<file path="config.mk">
export PLATFORM = sky130hd
export DESIGN_NAME = lot_occupancy
export DESIGN_NICKNAME = d
export VERILOG_FILES = /design/src/rtl/lot_occupancy.sv
export SDC_FILE = /design/constraint.sdc
export NUM_CORES = 1
export LEC_CHECK = 0
export ABC_AREA = 1
export CORE_UTILIZATION = 44
export CTS_CLUSTER_SIZE = 16
export DETAILED_ROUTE_END_ITERATION = 8
export PLACE_DENSITY = 0.89
export SYNTH_ARGS = -nofsm -noshare
export SYNTH_HDL_FRONTEND = slang
export SYNTH_SLANG_ARGS = --single-unit
export TNS_END_PERCENT = 100
</file>
<file path="constraint.sdc">
create_clock -name clk -period 3.14 [get_ports clk]
set_input_delay 0.314 -clock clk [delete_from_list [all_inputs] [get_ports clk]]
set_output_delay 0.314 -clock clk [all_outputs]
set_load 0.05 [all_outputs]
</file>
<file path="src/rtl/lot_occupancy.sv">
// Parking-lot occupancy tracker: edge-detected enter/exit events drive a
// saturating car count, an EMPTY/PARTIAL/FULL state and six 7-segment displays.
module lot_occupancy #(
   parameter int CAPACITY = 16
) (
   input  logic       clk,
   input  logic       reset,
   input  logic       enter,
   input  logic       exit,
   output logic [6:0] count,
   output logic       full,
   output logic       empty,
   output logic       reject,
   output logic [6:0] HEX0,
   output logic [6:0] HEX1,
   output logic [6:0] HEX2,
   output logic [6:0] HEX3,
   output logic [6:0] HEX4,
   output logic [6:0] HEX5
);

   typedef enum logic [1:0] {
      S_EMPTY,
      S_PARTIAL,
      S_FULL
   } state_t;

   localparam logic [6:0] CAP = 7'(CAPACITY);

   localparam logic [6:0] SEG_BLANK = 7'b1111111;
   localparam logic [6:0] SEG_C     = 7'b1000110;
   localparam logic [6:0] SEG_L     = 7'b1000111;
   localparam logic [6:0] SEG_E     = 7'b0000110;
   localparam logic [6:0] SEG_A     = 7'b0001000;
   localparam logic [6:0] SEG_R     = 7'b0101111;
   localparam logic [6:0] SEG_F     = 7'b0001110;
   localparam logic [6:0] SEG_U     = 7'b1000001;

   state_t     state;
   state_t     next_state;
   logic [6:0] next_count;
   logic       next_reject;
   logic       enter_d;
   logic       exit_d;
   logic       ev_in;
   logic       ev_out;
   logic       take_in;
   logic       take_out;
   logic [3:0] tens;
   logic [3:0] ones;

   function automatic logic [6:0] digit_seg(input logic [3:0] d);
      logic [6:0] seg;
      case (d)
         4'd0:    seg = 7'b1000000;
         4'd1:    seg = 7'b1111001;
         4'd2:    seg = 7'b0100100;
         4'd3:    seg = 7'b0110000;
         4'd4:    seg = 7'b0011001;
         4'd5:    seg = 7'b0010010;
         4'd6:    seg = 7'b0000010;
         4'd7:    seg = 7'b1111000;
         4'd8:    seg = 7'b0000000;
         4'd9:    seg = 7'b0010000;
         default: seg = 7'b1111111;
      endcase
      return seg;
   endfunction

   assign ev_in  = enter & ~enter_d;
   assign ev_out = exit & ~exit_d;

   // Simultaneous entry and exit cancel out and are never a rejection.
   always_comb begin
      next_count  = count;
      next_reject = 1'b0;
      take_in     = 1'b0;
      take_out    = 1'b0;
      if (ev_in && !ev_out) begin
         if (count < CAP) begin
            take_in    = 1'b1;
            next_count = count + 7'd1;
         end else begin
            next_reject = 1'b1;
         end
      end else if (ev_out && !ev_in) begin
         if (count > 7'd0) begin
            take_out   = 1'b1;
            next_count = count - 7'd1;
         end else begin
            next_reject = 1'b1;
         end
      end
   end

   always_comb begin
      next_state = state;
      case (state)
         S_EMPTY: begin
            if (take_in)
               next_state = (CAP == 7'd1) ? S_FULL : S_PARTIAL;
         end
         S_PARTIAL: begin
            if (next_count == CAP)
               next_state = S_FULL;
            else if (next_count == 7'd0)
               next_state = S_EMPTY;
         end
         S_FULL: begin
            if (take_out)
               next_state = (CAP == 7'd1) ? S_EMPTY : S_PARTIAL;
         end
         default: next_state = S_EMPTY;
      endcase
   end

   // The delayed copies load even during reset so a level held across
   // reset release does not look like a fresh event.
   always_ff @(posedge clk) begin
      enter_d <= enter;
      exit_d  <= exit;
      if (reset) begin
         count  <= 7'd0;
         state  <= S_EMPTY;
         reject <= 1'b0;
      end else begin
         count  <= next_count;
         state  <= next_state;
         reject <= next_reject;
      end
   end

   assign full  = (state == S_FULL);
   assign empty = (state == S_EMPTY);

   assign tens = 4'(count / 7'd10);
   assign ones = 4'(count % 7'd10);

   always_comb begin
      HEX5 = SEG_BLANK;
      HEX4 = SEG_BLANK;
      HEX3 = SEG_BLANK;
      HEX2 = SEG_BLANK;
      HEX1 = SEG_BLANK;
      HEX0 = digit_seg(ones);
      case (state)
         S_EMPTY: begin
            HEX5 = SEG_C;
            HEX4 = SEG_L;
            HEX3 = SEG_E;
            HEX2 = SEG_A;
            HEX1 = SEG_R;
            HEX0 = digit_seg(4'd0);
         end
         S_FULL: begin
            HEX5 = SEG_F;
            HEX4 = SEG_U;
            HEX3 = SEG_L;
            HEX2 = SEG_L;
            HEX1 = digit_seg(tens);
         end
         S_PARTIAL: begin
            if (tens != 4'd0)
               HEX1 = digit_seg(tens);
         end
         default: begin
            HEX0 = SEG_BLANK;
         end
      endcase
   end

endmodule
</file>
==> summary.md <==
| Metric | Value |
|---|---|
| Total GRT Usage | `25.5%` |
| Initial antenna violation count | `0` |
| DIE AREA | `4570 µm²` |
| Syn avg cell area | `6.46 µm²` |
| Area Growth Syn to Fin | `62.8%` |
| Share of layout cells above drive strength 1 | `40.5%` |
| Via/cell ratio | `5.52` |
| First-pass GRT wire length | `8.82 mm` |
| Largest net degree at the start of global routing | `13` |
| Top post-synthesis cells by area | `ha_1 (15%), nand2_1 (14%), dfxtp_1 (13%), buf_4 (9.9%), inv_1 (6.5%)` |
| CTS tree | `built` |
| Multi-input logic area | `1670 µm²` |
| Iteration-0 DRC Markers | `127` |
| Clk slew on worst S/H paths | `0.06 ns` |
| Clk_lat worst skew | `0.25 ns` |
| Placed Cells | `379` |
| GR peak layer | `met2` |
| Outcome | `finished with violations` |
| Number of global-route vias before repair | `1974` |
| DRT antenna net count | `0` |
| Seq/Total Area, Yosys | `12.7%` |
| CP Max Fanout | `4` |
| DIE WIDTH | `67.6 µm` |
| Count of final setup violators | `14` |
| Ports | `56` |
| DR WL/cell | `16.4 µm` |
| Fin. max-slew vios | `0` |
| Worst Hold Slack | `0.536 ns` |
| Via count | `2252` |
| GRT overflow | `0` |
| Most common cell after layout, fill and taps aside | `nand2_1` |
| Critical Path End Type | `output pin` |
| Placement Cell Area | `2570 µm²` |
| Routed wire length | `6.70 mm` |
| H-tree depth | `1` |
| Yosys top cell area share | `15.2%` |
| Fin crit share | `108%` |
| Max frequency | `294 MHz` |
| TNS Setup | `-2.38 ns` |
| CTS sink count | `12` |
| Post-Layout Cell Count | `408` |
| Fin crit period | `3.40 ns` |
| FF+latch area | `256 µm²` |
| Nets | `386` |
| Setup ws final | `-0.264 ns` |
| Post-synthesis instance area | `1890 µm²` |
| Max Cap Violations | `0` |
| Clock Path Buffers | `2` |
| Post-Layout Inst Area | `3080 µm²` |
| Hold Path Class | `input pin to flop` |
| Row count | `23` |
| # DRC | `0` |
| Worst EP required | `2.83 ns` |
| I/O Buffers | `49` |
| Met3 Usage GRT | `2.20%` |
| Worst-Margin Slew | `0.630 ns` |
| Clock Skew | `0.00440 ns` |
| CTS buffer count | `3` |
| Setup CP Type | `flop to output pin` |
| Met2 usage | `46.4%` |
| RSZ-0062 raised after global routing | `true` |
| Final hold vios | `0` |
| Area leader, netlist | `ha_1` |
| YS warnings | `0` |
| CTS root buf | `clkbuf_8` |
| Core footprint | `4060 µm²` |
| Distinct cells, synth | `33` |
| CP startpoint kind | `flop` |
| Most frequent cells in the layout | `nand2_1 (51), clkdlybuf4s50_1 (35), buf_4 (31), inv_1 (27), nand3_1 (20)` |
| Gpl congestion | `0.977` |
| Post-DP HPWL | `3.69 mm` |
| Die Y | `67.6 µm` |
| Rel. slew slack | `57.9%` |
| Filler Cells Inserted | `251` |
| Met1 Use GR | `28.2%` |
| Violated checks | `negative setup slack` |
| CTS Hold Bufs | `0` |
| Synth Register Bits | `12` |
| Antenna Cells | `0` |
| Mapped Cells | `293` |
| Critical path arrival | `3.09 ns` |
| DR pass1 iterations | `4` |
| Initial Util | `46.7%` |
-- metal layers --
| layer | up-vias | part of all wire (%) |
|---|---|---|
| met5 | - | 0 |
| met1 | 1050 | 37 |
| met2 | 123 | 52 |
| li1 | 1039 | - |
| met3 | 40 | 5.4 |
| met4 | 0 | 6.4 |
-- final cells by class --
type	count	area share, %
flip-flops and latches	12	8.32
inverters	41	5.48
clock buffers	3	1.34
well taps	50	2.03
multi-input cells	217	54.1
repair buffers	84	28.6
clock inverters	1	0.122
-- metrics by stage --
step	setup WS [ns]	utilization [%]
after global placement	0.0284	63.3
after global routing	-0.434	75.9
final	-0.264	75.9
after CTS	-0.0820	71.0
after detailed placement	-0.126	63.3
after floorplan	-0.0304	-
-- cells by family after synthesis --
group,after synthesis,share of synthesized area [%]
and+or+nand+nor,150,40.8
buffers and inverters,69,18.6
AOI/OAI and AO/OA,33,10.1
adders and majority gates,23,15.2
DFF,12,12.7
xor gates and xnor gates,5,2.31
other,1,0.198
-- path summary, 6_finish.rpt --
| kind | start | endpoint | slack, ns | cells past startpoint |
|---|---|---|---|---|
| max | count[4] | HEX0[3] | -0.26 | 26 |
| min | enter | enter_d | 0.54 | 1 |
| max reg2reg | count[5] | state[1] | 0.66 | 15 |
| min reg2reg | state[0] | state[0] | 0.67 | 2 |
-- registers in the layout, summed over array words and instances (netlist names) --
name and cells:
reject 1, count 7, state 2, enter_d 1, exit_d 1
-- synthesized netlist by cell type --
library cell and number:
nand2_1 69, inv_1 33, buf_4 25, nand3_1 24, ha_1 23, nor2_1 21, dfxtp_1 12, a21oi_1 11
o21ai_0 10, inv_2 8, nand2_2 8, nand2_4 7, nand4_1 5, xor2_1 5, nand3_2 4, nand3b_1 4
o31ai_1 3, buf_1 2, nand3_4 2, nor2_2 2, nor3_1 2, o21ai_1 2, a211o_1 1, a21o_1 1
a21oi_2 1, a31oi_1 1, clkbuf_1 1, conb_1 1, nand4_4 1, o211ai_1 1, o21ai_2 1, o22ai_1 1
or2_2 1
-- worst max-delay path, cell delays in order (launching register included) --
cell     delay [ns]
dfxtp_4        0.39
inv_4          0.06
a21oi_4        0.21
nand2_4        0.11
nand3_4        0.11
nand2_4        0.06
nand2_4        0.07
nand2_4        0.07
nand2_4        0.06
nand2_2        0.07
nand2_2        0.06
inv_2          0.05
ha_4           0.17
inv_4          0.07
nand3_4        0.08
nand3_4        0.12
nand2_4        0.08
nand2_4        0.09
buf_6          0.13
ha_2           0.18
inv_2          0.04
nand2_2        0.09
nand3_2        0.09
nand2_1        0.10
nand2_2        0.06
nand2_4        0.08
buf_12         0.13
-- timing repair --
| action | in CTS | in global routing |
|---|---|---|
| endpoints found under the setup margin | 14 | 14 |
| resized for setup | 39 | 30 |
| pin swaps | 25 | 10 |
| buffers inserted | 16 | 9 |
Power is left out: the tool's default activity adds up to more than one toggle a clock period on the data nets, which glitch-free logic cannot reach.
